==> src/rtl/pipeline_pkg.sv <==
// Shared pipeline definitions: register-field widths, MULT/DIV latency,
// forwarding select codes and the hazard-control output bundle.
package pipeline_pkg;

    localparam int          REG_W              = 5;
    localparam logic [4:0]  REG_ZERO           = 5'd0;
    localparam int          MULDIV_LAT_DEFAULT = 4;

    // Forwarding mux selects, shared with the forwarding unit.
    typedef enum logic [1:0] {
        FWD_NONE = 2'b00,
        FWD_WB   = 2'b01,
        FWD_MEM  = 2'b10
    } fwd_sel_e;

    // Per-cycle pipeline steering decided by the hazard controller.
    typedef struct packed {
        logic pc_write;
        logic if_id_write;
        logic if_id_flush;
        logic id_ex_flush;
        logic muldiv_start;
    } hazard_ctl_t;

    // Normal flow: everything advances, nothing squashed, no MULT/DIV issue.
    localparam hazard_ctl_t CTL_RUN = '{
        pc_write: 1'b1, if_id_write: 1'b1, if_id_flush: 1'b0,
        id_ex_flush: 1'b0, muldiv_start: 1'b0
    };

endpackage

==> src/rtl/pipeline_hazard_controller_if.sv <==
// ID/EX hazard information from the pipeline and the steering signals back.
interface pipeline_hazard_controller_if;
    import pipeline_pkg::*;

    logic [REG_W-1:0] IF_ID_rs;
    logic [REG_W-1:0] IF_ID_rt;
    logic             ID_uses_rt;
    logic             ID_is_muldiv;
    logic             ID_reads_hilo;
    logic             ID_EX_MemRead;
    logic [REG_W-1:0] ID_EX_rt;
    logic             branch_taken;

    logic             PC_write;
    logic             IF_ID_write;
    logic             IF_ID_flush;
    logic             ID_EX_flush;
    logic             muldiv_start;
    logic             muldiv_busy;

    // Pipeline side: reports stage contents, obeys the steering signals.
    modport master (
        output IF_ID_rs, IF_ID_rt, ID_uses_rt, ID_is_muldiv, ID_reads_hilo,
               ID_EX_MemRead, ID_EX_rt, branch_taken,
        input  PC_write, IF_ID_write, IF_ID_flush, ID_EX_flush,
               muldiv_start, muldiv_busy
    );

    // Hazard controller side.
    modport slave (
        input  IF_ID_rs, IF_ID_rt, ID_uses_rt, ID_is_muldiv, ID_reads_hilo,
               ID_EX_MemRead, ID_EX_rt, branch_taken,
        output PC_write, IF_ID_write, IF_ID_flush, ID_EX_flush,
               muldiv_start, muldiv_busy
    );

endinterface

==> src/rtl/pipeline_hazard_controller_muldiv_busy_counter.sv <==
// Down-counter modelling how many more cycles the MULT/DIV unit is busy.
module muldiv_busy_counter #(
    parameter int LAT = 4
) (
    input  logic       clk,
    input  logic       rst,
    input  logic       start,
    output logic       busy,
    output logic [3:0] remaining
);

    logic [3:0] md_cnt;

    // Load on issue, otherwise count down to zero; an in-flight op is never squashed.
    always_ff @(posedge clk) begin
        // NOTE: sequential state uses non-blocking assignments so every
        // register samples pre-edge values, matching the hardware.
        if (rst) begin
            md_cnt <= 4'd0;
        end else if (start) begin
            md_cnt <= 4'(LAT);
        end else if (md_cnt != 4'd0) begin
            md_cnt <= md_cnt - 4'd1;
        end
    end

    assign busy      = (md_cnt != 4'd0);
    assign remaining = md_cnt;

endmodule

==> src/rtl/pipeline_hazard_controller.sv <==
// Stall/flush sequencer: load-use and HI/LO hazard detection, branch squash
// priority, MULT/DIV busy tracking and a saturating stall-cycle counter.
module pipeline_hazard_controller
    import pipeline_pkg::*;
#(
    parameter int MULDIV_LAT = MULDIV_LAT_DEFAULT,
    parameter int CNT_W      = 16
) (
    input  logic                 clk,
    input  logic                 rst,
    pipeline_hazard_controller_if.slave bus,
    output logic [CNT_W-1:0]     stall_cycles
);

    logic        load_use;
    logic        hilo_wait;
    logic        stall;
    logic        md_busy;
    logic [3:0]  md_remaining;
    hazard_ctl_t ctl;

    muldiv_busy_counter #(
        .LAT (MULDIV_LAT)
    ) u_muldiv_busy_counter (
        .clk       (clk),
        .rst       (rst),
        .start     (ctl.muldiv_start),
        .busy      (md_busy),
        .remaining (md_remaining)
    );

    // Hazard decode: a load into $zero never creates a dependency.
    always_comb begin
        load_use  = bus.ID_EX_MemRead && (bus.ID_EX_rt != REG_ZERO) &&
                    ((bus.ID_EX_rt == bus.IF_ID_rs) ||
                     (bus.ID_uses_rt && (bus.ID_EX_rt == bus.IF_ID_rt)));
        hilo_wait = (md_remaining != 4'd0) && (bus.ID_reads_hilo || bus.ID_is_muldiv);
        stall     = (load_use || hilo_wait) && !bus.branch_taken;
    end

    // Priority mux: a taken branch is older than ID and overrides any stall.
    always_comb begin
        // NOTE: default every field first so no path leaves ctl unassigned,
        // which would infer a latch.
        ctl = CTL_RUN;
        if (bus.branch_taken) begin
            ctl.if_id_flush = 1'b1;
            ctl.id_ex_flush = 1'b1;
        end else if (stall) begin
            ctl.pc_write    = 1'b0;
            ctl.if_id_write = 1'b0;
            ctl.id_ex_flush = 1'b1;
        end else begin
            ctl.muldiv_start = bus.ID_is_muldiv;
        end
    end

    assign bus.PC_write     = ctl.pc_write;
    assign bus.IF_ID_write  = ctl.if_id_write;
    assign bus.IF_ID_flush  = ctl.if_id_flush;
    assign bus.ID_EX_flush  = ctl.id_ex_flush;
    assign bus.muldiv_start = ctl.muldiv_start;
    assign bus.muldiv_busy  = md_busy;

    // Count stall cycles only (flush-only cycles excluded), saturating at all-ones.
    always_ff @(posedge clk) begin
        if (rst) begin
            stall_cycles <= '0;
        end else if (stall && !(&stall_cycles)) begin
            stall_cycles <= stall_cycles + 1'b1;
        end
    end

endmodule
==> src/flat_wrapper.sv <==
// flat-port wrapper written by rule: the top's interface ports become plain ports
module pipeline_hazard_controller_flat import pipeline_pkg::*;
#(
    parameter int MULDIV_LAT = MULDIV_LAT_DEFAULT,
    parameter int CNT_W      = 16
)
  (clk, rst, stall_cycles, bus_IF_ID_rs, bus_IF_ID_rt, bus_ID_uses_rt, bus_ID_is_muldiv, bus_ID_reads_hilo, bus_ID_EX_MemRead, bus_ID_EX_rt, bus_branch_taken, bus_PC_write, bus_IF_ID_write, bus_IF_ID_flush, bus_ID_EX_flush, bus_muldiv_start, bus_muldiv_busy);
  pipeline_hazard_controller_if bus_i ();
  input  logic clk;
  input  logic rst;
  output logic [CNT_W-1:0] stall_cycles;
  input wire logic [$bits(bus_i.IF_ID_rs)-1:0] bus_IF_ID_rs;
  input wire logic [$bits(bus_i.IF_ID_rt)-1:0] bus_IF_ID_rt;
  input wire logic [$bits(bus_i.ID_uses_rt)-1:0] bus_ID_uses_rt;
  input wire logic [$bits(bus_i.ID_is_muldiv)-1:0] bus_ID_is_muldiv;
  input wire logic [$bits(bus_i.ID_reads_hilo)-1:0] bus_ID_reads_hilo;
  input wire logic [$bits(bus_i.ID_EX_MemRead)-1:0] bus_ID_EX_MemRead;
  input wire logic [$bits(bus_i.ID_EX_rt)-1:0] bus_ID_EX_rt;
  input wire logic [$bits(bus_i.branch_taken)-1:0] bus_branch_taken;
  output wire logic [$bits(bus_i.PC_write)-1:0] bus_PC_write;
  output wire logic [$bits(bus_i.IF_ID_write)-1:0] bus_IF_ID_write;
  output wire logic [$bits(bus_i.IF_ID_flush)-1:0] bus_IF_ID_flush;
  output wire logic [$bits(bus_i.ID_EX_flush)-1:0] bus_ID_EX_flush;
  output wire logic [$bits(bus_i.muldiv_start)-1:0] bus_muldiv_start;
  output wire logic [$bits(bus_i.muldiv_busy)-1:0] bus_muldiv_busy;
  assign bus_i.IF_ID_rs = bus_IF_ID_rs;
  assign bus_i.IF_ID_rt = bus_IF_ID_rt;
  assign bus_i.ID_uses_rt = bus_ID_uses_rt;
  assign bus_i.ID_is_muldiv = bus_ID_is_muldiv;
  assign bus_i.ID_reads_hilo = bus_ID_reads_hilo;
  assign bus_i.ID_EX_MemRead = bus_ID_EX_MemRead;
  assign bus_i.ID_EX_rt = bus_ID_EX_rt;
  assign bus_i.branch_taken = bus_branch_taken;
  assign bus_PC_write = bus_i.PC_write;
  assign bus_IF_ID_write = bus_i.IF_ID_write;
  assign bus_IF_ID_flush = bus_i.IF_ID_flush;
  assign bus_ID_EX_flush = bus_i.ID_EX_flush;
  assign bus_muldiv_start = bus_i.muldiv_start;
  assign bus_muldiv_busy = bus_i.muldiv_busy;
  pipeline_hazard_controller #(.MULDIV_LAT(MULDIV_LAT), .CNT_W(CNT_W)) u_core (.clk(clk), .rst(rst), .bus(bus_i), .stall_cycles(stall_cycles));
endmodule
==> config.mk <==
export PLATFORM = sky130hd
export DESIGN_NAME = pipeline_hazard_controller_flat
export DESIGN_NICKNAME = d
export VERILOG_FILES = /design/src/rtl/pipeline_pkg.sv /design/src/rtl/pipeline_hazard_controller_if.sv /design/src/rtl/pipeline_hazard_controller_muldiv_busy_counter.sv /design/src/rtl/pipeline_hazard_controller.sv /design/src/flat_wrapper.sv
export SDC_FILE = /design/constraint.sdc
export NUM_CORES = 1
export LEC_CHECK = 0
export BUFFER_PORTS_ARGS = -buffer_cell sky130_fd_sc_hd__buf_2
export CAP_MARGIN = 0
export CORE_UTILIZATION = 40
export DETAILED_ROUTE_END_ITERATION = 6
export PLACE_DENSITY_LB_ADDON = 0.25
export SYNTH_ARGS = -nofsm -noshare
export SYNTH_HDL_FRONTEND = slang
export SYNTH_SLANG_ARGS = --single-unit
==> constraint.sdc <==
create_clock -name clk -period 1.9 [get_ports clk]
set_input_delay 0.38 -clock clk [delete_from_list [all_inputs] [get_ports clk]]
set_output_delay 0.38 -clock clk [all_outputs]
set_load 0.005 [all_outputs]
==> results by stage <==
Worst setup path:
- The data required time at the worst endpoint is 1520 ps.
- The largest single stage delay on the critical path is roughly 400 ps.
- The worst register-to-register path has a setup slack of -270 ps.
- The depth of the most critical reg-to-reg path is 9.
- The worst setup path is of the reg -> out kind.
- The family with the most delay on the worst path is simple AND/OR/NAND/NOR gates.
- The critical path runs through a total of 7 cells.
- Along the worst path, the maximum fanout reaches 4.
- The critical path goes through inv_2 -> ha_4 -> or3b_4 -> o21a_1 -> buf_4 -> o21bai_1 -> buf_2.
- The critical path buffer and inverter count is 3.
- STA classifies the critical path endpoint as an output pin.
- The slowest stage of the critical path belongs to the cell or3b_4.
- The worst setup path is launched from a register.
- The signal arrival time at the worst endpoint is about 1800 ps.

Synthesis:
- The number of nets produced by synthesis is 166.
- The number of distinct library cells after synthesis is 38.
- After technology mapping, the gate count stands at 142.
- During synthesis, Yosys emitted a total of 0 warnings.
- Counting flops with a built-in enable in the synthesized netlist gives 0.
- The cell area that synthesis handed to floorplanning was approximately 1200 um^2.
- In the synthesized netlist the async set-or-reset flop fraction comes to 0%.
- The share of the Yosys chip area taken by registers is between 30% and 40%.
- After synthesis, the mean cell area works out to around 8.5 um^2.
- Synthesis inferred 20 register bits.
- The most used flip-flop cell after synthesis is dfxtp_1.

Drt:
- The number of search-and-repair iterations in the first detailed-routing pass is 6.
- The number of nets with antenna violations after routing is 0.
- The count of unresolved DRC violations after routing is 4.
- The routed length per instance is 13.4 um.
- For this block, the via count after detailed routing is 1287.
- The final routed wirelength across all metal layers is 3210 um.
- Dividing the detail-routed via count by the number of cells gives roughly 5.4.
- The initial detailed-routing violation count is 34.

Clock tree:
- For the worst-skew pair, the clock arrives at the later sink with an insertion delay of 300 ps.
- The CTS buffer count is 3.
- The CTS sink count is 20.
- After clock tree synthesis, the clock-pin slew on the worst setup and hold paths is 110 ps.
- The clock passes through at most 2 buffers.
- TritonCTS built the clock tree.
- The maximum level of the CTS H-tree is 1.
- The number of buffers added to fix hold violations after cts is 0.
- The clock root buffer is clkbuf_4.

Finish:
- Once layout is done, the placed cells without fillers occupy between 1500 and 2000 um^2.
- The multi-input combinational cells in the finished layout cover a total of 810 um^2.
- The share of post-route cells with drive strength above 1 is 48.8%.
- The number of fill cells in the layout is 251.
- For this run, the share of the core covered by cells in the final layout is 62.9%.
- The area taken by flip-flops and latches is 403 um^2.
- From synthesis to final layout, the design area changed by 46.7%.
- At the end of the flow, the number of nets in the layout was 235.
- The finished layout holds 240 standard cells, fillers aside.
- The number of inserted diodes is 0.

Die:
- The initial utilization of the core area, before any placement, comes to 42.9%.
- The die span in x is 56.9 um.
- The die footprint is 3230 um^2.
- The number of cell rows is 19.
- The I/O pin total is 44.
- The total area inside the core boundary comes to between 2000 and 3000 um^2.
- The y dimension of the die is 56.9 um.

Timing:
- The clock arrives with 1.31 ps of skew.
- Counting I/O delays and the setup requirement, the final critical path takes 2200 ps.
- Setup repair after global routing could not meet its margin everywhere.
- In the post-route analysis, the smallest setup slack over all paths is -301 ps.
- The number of failing hold endpoints at the final stage is 0.
- The relative slew slack is 71.7%.
- The share of the clock period used by the worst path after layout is 116%.
- The highest achievable clock rate is ~450 MHz.
- The slew at the pin with the worst max-slew slack is 424 ps.
- The max-slew violation count is 0.
- The count of final setup violators is 21.

Place:
- The number of buffers added on ports is 43.
- The total instance count after detailed placement is 228.
- The area of placed instances is 1570 um^2.
- Routability-driven placement finished with a final weighted congestion of 0.871.
- Detailed placement finished with a half-perimeter wire length of 2210 um.

Outcome:
- The checks that failed: DRC, setup timing.
- The run finished, with violations left.

GRT:
- The wire length of the first global-routing pass is 5290 um.
- The total grt overflow is 0.
- The largest net degree at the start of global routing is 24.
- The initial antenna violation count is 0.
- Global routing used 20.7% of the available tracks.
- The via count of the first global-routing pass came to 1288.

Power and ir drop:
- The power density of the placed cells is 885 nW/um^2.
- The cell-internal power is 0.00105 W.
- The clock network accounts for 12.8% of the total power.
- The portion of total power attributed to sequential cells is 31.4%.
- The net switching share of the total power is 33.1%.
- The switching power is 0.000517 W.
- The analysis attributes to cell leakage a power of 0.753 nW.
- The combinational group share of total power is 55.7%.
- The peak ir drop on the vdd network is 0.000341 V.
- The post-layout total power is 0.00156 W.

Run:
- The tool flagged a number of max-cap violations equal to 0.

Min path:
- Along the worst hold path, the cell count comes to 2.
- The class of the most critical hold timing path is in -> reg.
## cell usage after synthesis, types with 2 or more instances
library cell / number / share of area (%)
nand3_1: 6 / 2.5
dfxtp_1: 20 / 33
buf_4: 2 / 1.2
ha_1: 2 / 2.1
nor2_1: 10 / 3.1
nand2_1: 5 / 1.6
o21ai_1: 9 / 3.7
nand4_1: 4 / 2.1
or4_1: 5 / 3.1
or3_1: 8 / 4.2
buf_6: 2 / 1.9
nor3_1: 5 / 2.1
or3b_1: 2 / 1.5
xnor2_1: 2 / 1.5
clkbuf_1: 2 / 0.62
inv_1: 5 / 1.6
a31o_1: 3 / 2.2
nand2b_1: 3 / 1.6
a21oi_1: 16 / 6.7
xor2_1: 10 / 7.3
o31ai_1: 4 / 2.5
## path summary, 6_finish.rpt
| check | from | endpoint |
|---|---|---|
| min | rst | u_core.stall_cycles[0]$_SDFFE_PP0P_ |
| max reg2reg | u_core.u_muldiv_busy_counter.remaining[1]$_SDFFE_PP0P_ | u_core.stall_cycles[10]$_SDFFE_PP0P_ |
| min reg2reg | u_core.stall_cycles[3]$_SDFFE_PP0P_ | u_core.stall_cycles[3]$_SDFFE_PP0P_ |
| max | u_core.u_muldiv_busy_counter.remaining[1]$_SDFFE_PP0P_ | bus_PC_write |
## worst register-to-register path, cell delays in order, from the launching register on
cell and delay, ps:
dfxtp_2 350, inv_2 40, ha_4 150, or3b_4 250, o21ai_2 70, a221oi_2 370, nand2_4 160, buf_12 170
or4_4 410, a21oi_2 140
## flip-flops by register name, indices dropped and copies added, names as in the netlist
name,cells
u_core.stall_cycles,16
u_core.u_muldiv_busy_counter.remaining,4
## power by group through the flow
stage / combinational [W] / sequential (W) / clock, W
2_1_floorplan: 0.000414 / 0.000509 / 0
3_3_place_gp: 0.000610 / 0.000496 / 0
3_5_place_dp: 0.000624 / 0.000499 / 0
4_1_cts: 0.000783 / 0.000489 / 0.000204
5_1_grt: 0.000954 / 0.000496 / 0.000215
6_report: 0.000871 / 0.000491 / 0.000201
## placed cells by master (no fill, tap or decap), types with 2 or more instances in the layout
master / n
a21oi_1: 10
a21oi_2: 6
a31o_1: 3
buf_2: 43
buf_4: 22
buf_6: 4
clkbuf_4: 3
dfxtp_1: 18
dfxtp_2: 2
inv_1: 3
inv_2: 2
nand2_1: 5
nand2b_1: 3
nand3_1: 6
nand4_1: 4
nor2_1: 10
nor3_1: 5
o21ai_1: 4
o21ai_2: 5
o31ai_1: 3
or3_1: 8
or4_1: 2
or4_4: 3
xnor2_1: 2
xor2_1: 10
## per-layer routing
layer	vias to the layer above	wire (um)	track usage (%)
met3	4	100	4.38
li1	660	-	-
met4	0	32	7.32
met5	-	0	0
met1	600	1300	21.6
met2	23	1770	40.1
## area by class of cell
class | instances | share of cell area (%)
multi-input cells | 110 | 45.9
inverters | 5 | 1.06
flip-flops and latches | 20 | 22.8
clock buffers | 3 | 1.28
repair buffers | 71 | 26.8
well taps | 31 | 2.20
## timing repair
item                       CTS  global route
pin swaps                    8            16
resized for setup           10            14
setup buffers                5             3
gates cloned                 2             0
hold endpoints to repair     0             0
setup endpoints to repair   21            22
## per-stage QoR
stage,TNS [ps],hold WS (ps),setup WS (ps)
2_1_floorplan,-555,481,-132
3_3_place_gp,-1680,484,-182
3_5_place_dp,-2140,503,-195
4_1_cts,-3750,472,-267
5_1_grt,-6190,514,-381
6_report,-4430,490,-301
## cells by family after synthesis
kind of cell / count (synthesis) / synth area share [%]
buffers and inverters: 12 / 6.96
AND/OR/NAND/NOR: 55 / 26.7
adder cells (fa/ha/maj): 2 / 2.08
AO/OA/AOI/OAI: 39 / 20.5
XOR/XNOR: 12 / 8.73
multiplexers: 2 / 1.77
flip-flops: 20 / 33.3
No activity file was read; power rests on OpenSTA's default activity.
